===== src/rtl/unibus_pkg.sv =====
// unibus_pkg: shared definitions for the Unibus CPU-side bus arbiter.
//   - arb_state_t : arbiter FSM encoding (idle / grant out / device selected)
//   - GNT_*       : winner index constants (NPR = 4, BR7 = 3 ... BR4 = 0)
//   - br_level()  : maps a BR index 0..3 to its bus priority level 4..7
//   - grant_vec() : decodes a winner index into {npg, bg7, bg6, bg5, bg4}
package unibus_pkg;

  typedef enum logic [1:0] {
    ARB_IDLE     = 2'd0,
    ARB_GRANT    = 2'd1,
    ARB_SELECTED = 2'd2
  } arb_state_t;

  localparam logic [2:0] GNT_NPR = 3'd4;
  localparam logic [2:0] GNT_BR7 = 3'd3;
  localparam logic [2:0] GNT_BR6 = 3'd2;
  localparam logic [2:0] GNT_BR5 = 3'd1;
  localparam logic [2:0] GNT_BR4 = 3'd0;

  // BR index i sits on priority level i + 4 (BR4 = 4 ... BR7 = 7).
  function automatic logic [2:0] br_level(input logic [1:0] idx);
    return {1'b1, idx};
  endfunction

  // Bit 4 is NPG, bits 3..0 are BG7..BG4.
  function automatic logic [4:0] grant_vec(input logic [2:0] idx);
    logic [4:0] v;
    v = 5'b0_0000;
    case (idx)
      GNT_NPR: v = 5'b1_0000;
      GNT_BR7: v = 5'b0_1000;
      GNT_BR6: v = 5'b0_0100;
      GNT_BR5: v = 5'b0_0010;
      GNT_BR4: v = 5'b0_0001;
      default: v = 5'b0_0000;
    endcase
    return v;
  endfunction

endpackage


===== src/rtl/unibus_arb_pick.sv =====
// unibus_arb_pick: combinational priority encoder for the Unibus arbiter.
// Priority is NPR > BR7 > BR6 > BR5 > BR4. A BR level is eligible only when
// the CPU is at an instruction boundary and the level beats the PSW priority.
// Ports:
//   bus_npr    in  non-processor request
//   bus_br     in  BR7..BR4 (bit3 = BR7)
//   cpu_prio   in  current PSW priority 0..7
//   cpu_br_ok  in  CPU at instruction boundary
//   pick_valid out at least one eligible request
//   pick_idx   out winner index (GNT_NPR / GNT_BR7..GNT_BR4)
// Parameter NPR_ANYTIME: 1 lets NPR win mid-instruction, 0 gates it like BR.
module unibus_arb_pick
  import unibus_pkg::*;
#(
  parameter bit NPR_ANYTIME = 1'b1
) (
  input  logic       bus_npr,
  input  logic [3:0] bus_br,
  input  logic [2:0] cpu_prio,
  input  logic       cpu_br_ok,
  output logic       pick_valid,
  output logic [2:0] pick_idx
);

  logic npr_ok;

  always_comb begin
    pick_valid = 1'b0;
    pick_idx   = GNT_BR4;
    npr_ok     = NPR_ANYTIME ? 1'b1 : cpu_br_ok;

    // Ascending scan: a higher eligible level overwrites a lower one.
    if (cpu_br_ok) begin
      for (int i = 0; i < 4; i++) begin
        if (bus_br[i] && (br_level(2'(i)) > cpu_prio)) begin
          pick_valid = 1'b1;
          pick_idx   = 3'(i);
        end
      end
    end

    // NPR overrides any BR winner.
    if (bus_npr && npr_ok) begin
      pick_valid = 1'b1;
      pick_idx   = GNT_NPR;
    end
  end

endmodule


===== src/rtl/unibus_arb.sv =====
// unibus_arb: CPU-side Unibus bus-request arbiter. Samples NPR and BR7..BR4,
// grants one winner on NPG or BG7..BG4, completes the SACK/BBSY handover and
// returns to idle after a deskew gap.
// Ports:
//   clk         in  system clock
//   reset       in  synchronous active-high reset
//   bus_init    in  Unibus INIT, same effect as reset while high
//   bus_npr     in  non-processor request
//   bus_br      in  BR7..BR4 (bit3 = BR7)
//   bus_sack    in  selection acknowledge from device
//   bus_bbsy    in  bus busy (wired-OR)
//   cpu_prio    in  current PSW priority 0..7
//   cpu_br_ok   in  CPU at instruction boundary
//   bus_npg     out NPR grant
//   bus_bg      out BG7..BG4
//   arb_busy    out arbiter not idle
//   arb_timeout out one-cycle pulse when a grant expires without SACK
//   arb_stats   out (only with UNIBUS_ARB_STATS_EN) {timeouts, completed grants}
// Optional feature macro: UNIBUS_ARB_STATS_EN.
//
// Grant handshake: a grant goes high one cycle after an eligible request is
// seen in IDLE, and stays high until the device raises SACK, the winning
// request line drops, or SACK_TIMEOUT cycles elapse. SACK takes precedence
// over both withdrawal and timeout. After SACK the arbiter waits for SACK and
// BBSY both low before returning to IDLE, where it holds all grants low for
// GRANT_GAP cycles before the next grant.
module unibus_arb
  import unibus_pkg::*;
#(
  parameter int unsigned SACK_TIMEOUT = 'o1000,
  parameter int unsigned GRANT_GAP    = 2,
  parameter bit          NPR_ANYTIME  = 1'b1
) (
  input  logic        clk,
  input  logic        reset,
  input  logic        bus_init,
  input  logic        bus_npr,
  input  logic [3:0]  bus_br,
  input  logic        bus_sack,
  input  logic        bus_bbsy,
  input  logic [2:0]  cpu_prio,
  input  logic        cpu_br_ok,
  output logic        bus_npg,
  output logic [3:0]  bus_bg,
  output logic        arb_busy,
  output logic        arb_timeout
`ifdef UNIBUS_ARB_STATS_EN
  ,
  output logic [31:0] arb_stats
`endif
);

  localparam logic [7:0]  GAP_RELOAD   = 8'(GRANT_GAP);
  localparam logic [15:0] TIMEOUT_LAST = 16'(SACK_TIMEOUT - 1);

  arb_state_t  state;
  logic [15:0] timer;
  logic [7:0]  gap_cnt;
  logic [2:0]  win_idx;

  logic        pick_valid;
  logic [2:0]  pick_idx;
  logic        win_req;
  logic        enter_selected;
  logic        timeout_hit;
  logic        init_any;

  unibus_arb_pick #(
    .NPR_ANYTIME(NPR_ANYTIME)
  ) u_pick (
    .bus_npr   (bus_npr),
    .bus_br    (bus_br),
    .cpu_prio  (cpu_prio),
    .cpu_br_ok (cpu_br_ok),
    .pick_valid(pick_valid),
    .pick_idx  (pick_idx)
  );

  assign init_any = reset | bus_init;

  // The latched winner's own request line; cpu_prio and cpu_br_ok are not
  // rechecked, so a granted request keeps its grant if the PSW rises.
  assign win_req = (win_idx == GNT_NPR) ? bus_npr : bus_br[win_idx[1:0]];

  assign enter_selected = (state == ARB_GRANT) && bus_sack;
  assign timeout_hit    = (state == ARB_GRANT) && !bus_sack && win_req &&
                          (timer == TIMEOUT_LAST);

  always_ff @(posedge clk) begin
    if (init_any) begin
      state       <= ARB_IDLE;
      bus_npg     <= 1'b0;
      bus_bg      <= 4'b0000;
      arb_busy    <= 1'b0;
      arb_timeout <= 1'b0;
      timer       <= 16'd0;
      gap_cnt     <= GAP_RELOAD;
      win_idx     <= GNT_BR4;
    end else begin
      arb_timeout <= 1'b0;
      case (state)
        ARB_IDLE: begin
          if (gap_cnt != 8'd0) begin
            gap_cnt <= gap_cnt - 8'd1;
          end else if (!bus_sack && pick_valid) begin
            // A SACK still high here is stale and blocks new grants.
            win_idx            <= pick_idx;
            {bus_npg, bus_bg}  <= grant_vec(pick_idx);
            timer              <= 16'd0;
            arb_busy           <= 1'b1;
            state              <= ARB_GRANT;
          end
        end

        ARB_GRANT: begin
          if (timer != 16'hFFFF) begin
            timer <= timer + 16'd1;
          end
          if (bus_sack) begin
            bus_npg <= 1'b0;
            bus_bg  <= 4'b0000;
            state   <= ARB_SELECTED;
          end else if (!win_req) begin
            bus_npg  <= 1'b0;
            bus_bg   <= 4'b0000;
            arb_busy <= 1'b0;
            gap_cnt  <= GAP_RELOAD;
            state    <= ARB_IDLE;
          end else if (timer == TIMEOUT_LAST) begin
            bus_npg     <= 1'b0;
            bus_bg      <= 4'b0000;
            arb_busy    <= 1'b0;
            arb_timeout <= 1'b1;
            gap_cnt     <= GAP_RELOAD;
            state       <= ARB_IDLE;
          end
        end

        ARB_SELECTED: begin
          // Device owns the bus; wait for it to release both SACK and BBSY.
          if (!bus_sack && !bus_bbsy) begin
            arb_busy <= 1'b0;
            gap_cnt  <= GAP_RELOAD;
            state    <= ARB_IDLE;
          end
        end

        default: begin
          bus_npg  <= 1'b0;
          bus_bg   <= 4'b0000;
          arb_busy <= 1'b0;
          gap_cnt  <= GAP_RELOAD;
          state    <= ARB_IDLE;
        end
      endcase
    end
  end

`ifdef UNIBUS_ARB_STATS_EN
  logic [15:0] grant_cnt;
  logic [15:0] timeout_cnt;

  always_ff @(posedge clk) begin
    if (init_any) begin
      grant_cnt   <= 16'd0;
      timeout_cnt <= 16'd0;
    end else begin
      if (enter_selected) begin
        grant_cnt <= grant_cnt + 16'd1;
      end
      if (timeout_hit) begin
        timeout_cnt <= timeout_cnt + 16'd1;
      end
    end
  end

  assign arb_stats = {timeout_cnt, grant_cnt};
`else
  // Without the statistics block these event strobes have no consumer.
  logic unused_events;
  assign unused_events = enter_selected ^ timeout_hit;
`endif

endmodule


===== config.mk =====
export PLATFORM = sky130hd
export DESIGN_NAME = unibus_arb
export DESIGN_NICKNAME = d
export VERILOG_FILES = /design/src/rtl/unibus_pkg.sv /design/src/rtl/unibus_arb_pick.sv /design/src/rtl/unibus_arb.sv
export SDC_FILE = /design/constraint.sdc
export NUM_CORES = 1
export LEC_CHECK = 0
export BUFFER_PORTS_ARGS = -buffer_cell sky130_fd_sc_hd__buf_2
export CORE_UTILIZATION = 30
export CTS_CLUSTER_DIAMETER = 30
export DETAILED_ROUTE_END_ITERATION = 7
export PLACE_DENSITY_LB_ADDON = 0.2
export SYNTH_ARGS = -nofsm -noshare
export SYNTH_HDL_FRONTEND = slang
export SYNTH_HIERARCHICAL = 1
export SYNTH_SLANG_ARGS = --single-unit

===== constraint.sdc =====
create_clock -name clk -period 3.23 [get_ports clk]
set_input_delay 0.1615 -clock clk [delete_from_list [all_inputs] [get_ports clk]]
set_output_delay 0.1615 -clock clk [all_outputs]
set_load 0.005 [all_outputs]

After elaboration in Yosys (flattened, before gate mapping)
Cells that the tools add are included.
{"block": "totals", "input_bits": 14, "wordCells": 106, "out_inout_bits": 7, "regBits": 36}
{"block": "classes", "muxes": 50, "n_reduce_logical": 19, "bitwise": 5, "eq_ne": 17, "n_addsub": 2, "magnitude_cmp": 5}
{"op": "$mux W16", "n": 3}
{"op": "$mux W8", "n": 5}
{"op": "$pmux W16 S2", "n": 1}
{"op": "$pmux W5 S5", "n": 1}
{"op": "$pmux W8 S3", "n": 1}
{"op": "$mux W4", "n": 5}
{"op": "$mux W1", "n": 19}
{"op": "$add A16 B1 Y16 const B", "n": 1}
{"op": "$eq A16 B9 Y1 const B", "n": 1}
{"op": "$mux W2", "n": 8}
{"op": "$ne A16 B16 Y1 const B", "n": 1}
{"op": "$reduce_and A4 Y1", "n": 4}
{"op": "$gt A3 B3 Y1 const A", "n": 4}
{"op": "$pmux W4 S3", "n": 1}
{"op": "$ne A2 B2 Y1 const B", "n": 5}
{"op": "$reduce_bool A8 Y1", "n": 1}
{"op": "$sub A8 B1 Y8 const B", "n": 1}
{"op": "$eq A3 B2 Y1 const B", "n": 2}
{"op": "$eq A3 B3 Y1 const B", "n": 2}
{"op": "$logic_and A1 B1 Y1", "n": 6}
{"op": "$mux W3", "n": 2}
{"op": "$pmux W1 S3", "n": 2}
{"op": "$pmux W2 S3", "n": 1}
{"op": "$reduce_and A5 Y1", "n": 1}
{"op": "16 further kinds", "n": 20}

Logic depth before layout (Yosys ltp)
{"block": "logic_depth", "depth_word": 12, "depth_mapped": 9, "mapped_depth_nobuf": 8}

By module
Netlist, hierarchy kept.
{"mod": "unibus_arb", "seq_area_each_um2": 720.7, "n_inst": 1, "cells_each": 232, "area_each_um2": 1969.4}
{"mod": "unibus_arb_pick", "seq_area_each_um2": 0.0, "n_inst": 1, "cells_each": 15, "area_each_um2": 102.6}

Least setup slack after synthesis
OpenSTA, ideal clock, no wires.
{"block": "synth_timing", "kind": "input to register", "start": "in bus_br[3]", "end": "reg timer[3]", "path_stages": 8, "setup_time_ns": 0.059, "arrival_ns": 2.166, "path_buffers": 0, "slack_ns": 1.004, "t_required_ns": 3.171, "cell_sequence": "inv_2 > o211a_1 > o221ai_1 > or4bb_1 > o31a_4 > a21o_4 > or4_1 > nand2_1"}
{"block": "synth_via", "elab_chain_cells": 7}
{"item": "start: declaration", "line": "unibus_arb.sv:38", "text": "input logic [3:0] bus_br,"}
{"item": "$logic_and A1 B1 Y1", "line": "unibus_arb_pick.sv:35", "text": "if (bus_br[i] && (br_level(2'(i)) > cpu_prio)) begin"}
{"item": "$mux W1", "line": "unibus_arb_pick.sv:35"}
{"item": "$mux W1", "line": "unibus_arb_pick.sv:33", "text": "if (cpu_br_ok) begin"}
{"item": "$mux W1", "line": "unibus_arb_pick.sv:43", "text": "if (bus_npr && npr_ok) begin"}
{"item": "net pick_valid", "line": "unibus_arb.sv:61", "text": "logic pick_valid;"}
{"item": "$logic_and A1 B1 Y1", "line": "unibus_arb.sv:105", "text": "end else if (!bus_sack && pick_valid) begin"}
{"item": "$ne A2 B2 Y1 (no source line)"}
{"item": "$reduce_and A4 Y1 (no source line)"}
{"item": "end signal: assignment", "line": "unibus_arb.sv:117", "text": "timer <= timer + 16'd1;"}
{"item": "end: declaration", "line": "unibus_arb.sv:57", "text": "logic [15:0] timer;"}
The timed path passes the listed nets, and every way through them passes these cells.
A chain may end at the register's enable or synchronous reset.

Worst setup path after layout
{"block": "layout_timing", "start": "reg gap_cnt[0]", "end": "reg timer[3]"}
{"block": "layout_via", "elab_chain_cells": 3}
{"item": "start: declaration", "line": "unibus_arb.sv:58", "text": "logic [7:0] gap_cnt;"}
{"item": "start signal: assignment", "line": "unibus_arb.sv:104", "text": "gap_cnt <= gap_cnt - 8'd1;"}
{"item": "$reduce_bool A8 Y1", "line": "unibus_arb.sv:103", "text": "if (gap_cnt != 8'd0) begin"}
{"item": "$ne A2 B2 Y1 (no source line)"}
{"item": "$reduce_and A4 Y1 (no source line)"}
Every way passes these cells.

==> results.cfg <==
[outcome]
status = complete, no violations

[min_path]
holdPathEnd = arb_timeout$_SDFF_PP0_
hp-start = bus_sack
whs_path_depth = 2
hp-class = input port to register

[synth]
synth_cells = 247
synthAdderAreaFrac = 0.0236
ys_seq_area_frac = 0.348
yosys.area_share.simple = 0.292
ys_warn_count = 6
avgSynthCellArea_sq_um = 8.39
synth_compound_area_frac = 0.221
synth.distinct_cells = 57
ys.flop_type = dfxtp_1
synthesis.area_sq_mm = 0.00207
synth-seq-cells = 36
async_flop_share = 0
synth_top_family_by_area = simple AND/OR/NAND/NOR gates
synthMuxAreaShare = 0.0435
synth_xor_xnor_area_share = 0.0254
syn-num-nets = 264
synth-edff-count = 0

[clock_network]
hold_buffers = 0
cts-buffers-inserted = 5
cts_sinks = 36
tritoncts = done
cts_max_level = 2
clock-root-buffer = clkbuf_8
cts_max_path_buffers = 2
clk_pin_slew_ns = 0.08
post_cts_resized = 0
cts_setup_buffers = 0
worstSkewPairLatency_ns = 0.28

[critical_path]
reg2reg_to = timer[3]$_SDFFE_PP0P_
reg2reg_depth = 7
worstSetupEndpointType = register
r2r_slack_ns = 0.88
crit_chain = inv_1, ha_1, or4bb_1, o31a_4, a21o_4, or4_1, nand2_1
cp-start-kind = register
cp_max_fo = 7
critPathArrivalTime_ns = 2.57
critPathMaxStageDelay_ns = 0.52
crit_required_ns = 3.46
worstSetupPathType = register to register
r2r-start = gap_cnt[0]$_SDFFE_PP0P_
cp_slowest_cell = or4bb_1

[sta]
worst_clock_skew_ns = 0.0118
max_slew_margin = 0.528
setup_violations = 0
hold_slack_ns = 0.134
slew_viol_final = 0
rsz0062_at_grt = false
worst_slew_pin_slew_ns = 0.701
tns_ns = 0
hold_viol = 0
fin_crit_sh = 0.727
clock.fmax_mhz = 426
finalWorstSetupSlack_ns = 0.883
period_minus_slack_ns = 2.35

[layout]
drive_above_1_share = 0.178
diodes = 0
layout.nets = 285
area_delta_synth_final_pct = 14.9
n_fill_cell = 660

[routing]
dr.pass1.iters = 5
drtIter0Drc = 105
num_vias = 1879
final_antenna_net_count = 0
avgViaCountPerCell = 5.43
routed_wl_mm = 4.86
wl_per_cell_um = 14.1
drc_errors = 0

[placed_design]
place_ws_ns = 0.678
io_buffer_count = 20
dpl.hpwl_mm = 3.52
place_congestion = 0.774

[floorplan]
start_util = 0.319
coreArea_sq_mm = 0.00649
die_h_um = 85.1
core.rowCount = 29
fp.dieArea_sq_mm = 0.00724
pin_count = 21
die_w_um = 85.1

[pwr]
power_density_mw_per_mm2 = 436
leakagePower_nw = 0.845
vdd_drop_max_mv = 0.193

[grt]
grtUsageTotal = 0.141
grt_pass1_wl_mm = 8.26
grt_max_degree = 19
grt_pass1_vias = 1708
antenna_found_initial = 0
overflow = 0

[job]
maxCapViolCount = 0
worst max path at each step:
stage / end / slack (ns) / cells after the start / startpoint
after floorplan: timer[3]$_SDFFE_PP0P_ / 1.00 / 8 / bus_br[3]
after global routing: gap_cnt[3]$_SDFFE_PP0P_ / 0.61 / 5 / state[0]$_SDFFE_PP0P_
after global placement: timer[7]$_SDFFE_PP0P_ / 0.70 / 9 / bus_br[3]
after CTS: timer[3]$_SDFFE_PP0P_ / 0.87 / 6 / state[0]$_SDFFE_PP0P_
after detailed placement: timer[13]$_SDFFE_PP0P_ / 0.68 / 9 / bus_br[3]
final: timer[3]$_SDFFE_PP0P_ / 0.88 / 7 / gap_cnt[0]$_SDFFE_PP0P_
synth_stat cells (6+ instances only):
master / instances / share of area
a21oi_1: 9 / 0.022
mux2i_1: 9 / 0.043
xnor2_1: 6 / 0.025
or3_1: 6 / 0.018
clkbuf_1: 6 / 0.011
inv_1: 11 / 0.020
dfxtp_1: 36 / 0.35
nand4_1: 6 / 0.018
nand3_1: 8 / 0.019
nor2_1: 21 / 0.038
nand2_1: 25 / 0.045
o21ai_0: 17 / 0.041
nor4_1: 12 / 0.036
metal layers:
metal	up-vias	global-route usage	share of wire
li1	961	-	-
met1	876	0.193	0.51
met2	37	0.218	0.45
met3	5	0.0302	0.031
met4	0	0.0493	0.0086
met5	-	0	0
cells by family after synthesis:
logic type      count (synthesis)
mux                             9
buf+inv                        22
flops                          36
simple gates                  110
compound gates                 60
fa+ha+maj                       4
xor+xnor                        6
layout make-up:
class | instances | area [sq um] | area share
Clock buffer | 7 | 96.3 | 0.0405
Clock inverter | 1 | 30.0 | 0.0126
Inverter | 12 | 45.0 | 0.0189
Multi-Input combinational cell | 189 | 1260 | 0.530
Sequential cell | 36 | 721 | 0.303
Tap cell | 77 | 96.3 | 0.0405
Timing Repair Buffer | 24 | 130 | 0.0547
state kept, by name (all words and copies together), names as in the netlist:
signal	cells
arb_busy	1
arb_timeout	1
bus_bg	4
bus_npg	1
gap_cnt	8
state	2
timer	16
win_idx	3
where the power goes:
group | total (mW) | switching, mW | internal, mW
clock network | 0.430 | 0.158 | 0.272
registers | 0.471 | 0.0155 | 0.456
logic | 0.136 | 0.0828 | 0.0536
cells in the final DEF, fill, tap and decap left out, types with 3 or more instances in the layout:
cell and count:
dfxtp_1 36, o211ai_1 5, nor4_1 11, mux2i_1 9, clkbuf_8 7, inv_1 11, xnor2_1 6, nor3_1 5
ha_1 3, nand2_1 25, buf_4 4, nor2_1 21, buf_2 20, or3_1 6, a31oi_1 3, and2_1 3
nand4_1 6, nand2b_1 3, nand3_1 8, o21ai_0 17, or2_2 3, nand4b_1 3, a21oi_1 9
metrics by stage:
step / cell area [sq um] / power (mW) / std cells / utilization
2_1_floorplan: 2070 / 0.587 / 247 / -
3_3_place_gp: 2250 / 0.616 / 338 / 0.347
3_5_place_dp: 2250 / 0.616 / 338 / 0.347
4_1_cts: 2380 / 1.05 / 346 / 0.366
5_1_grt: 2380 / 1.08 / 346 / 0.366
6_report: 2380 / 1.04 / 346 / 0.366
worst max-delay path, delay by kind of cell (launching register included):
family / cells / cell delay [ns]
buffers and inverters: 1 / 0.11
adder cells (fa/ha/maj): 1 / 0.19
AO/OA/AOI/OAI: 2 / 0.59
flip-flops: 1 / 0.32
AND/OR/NAND/NOR: 3 / 1.07
(Power assumes the default switching activity.)
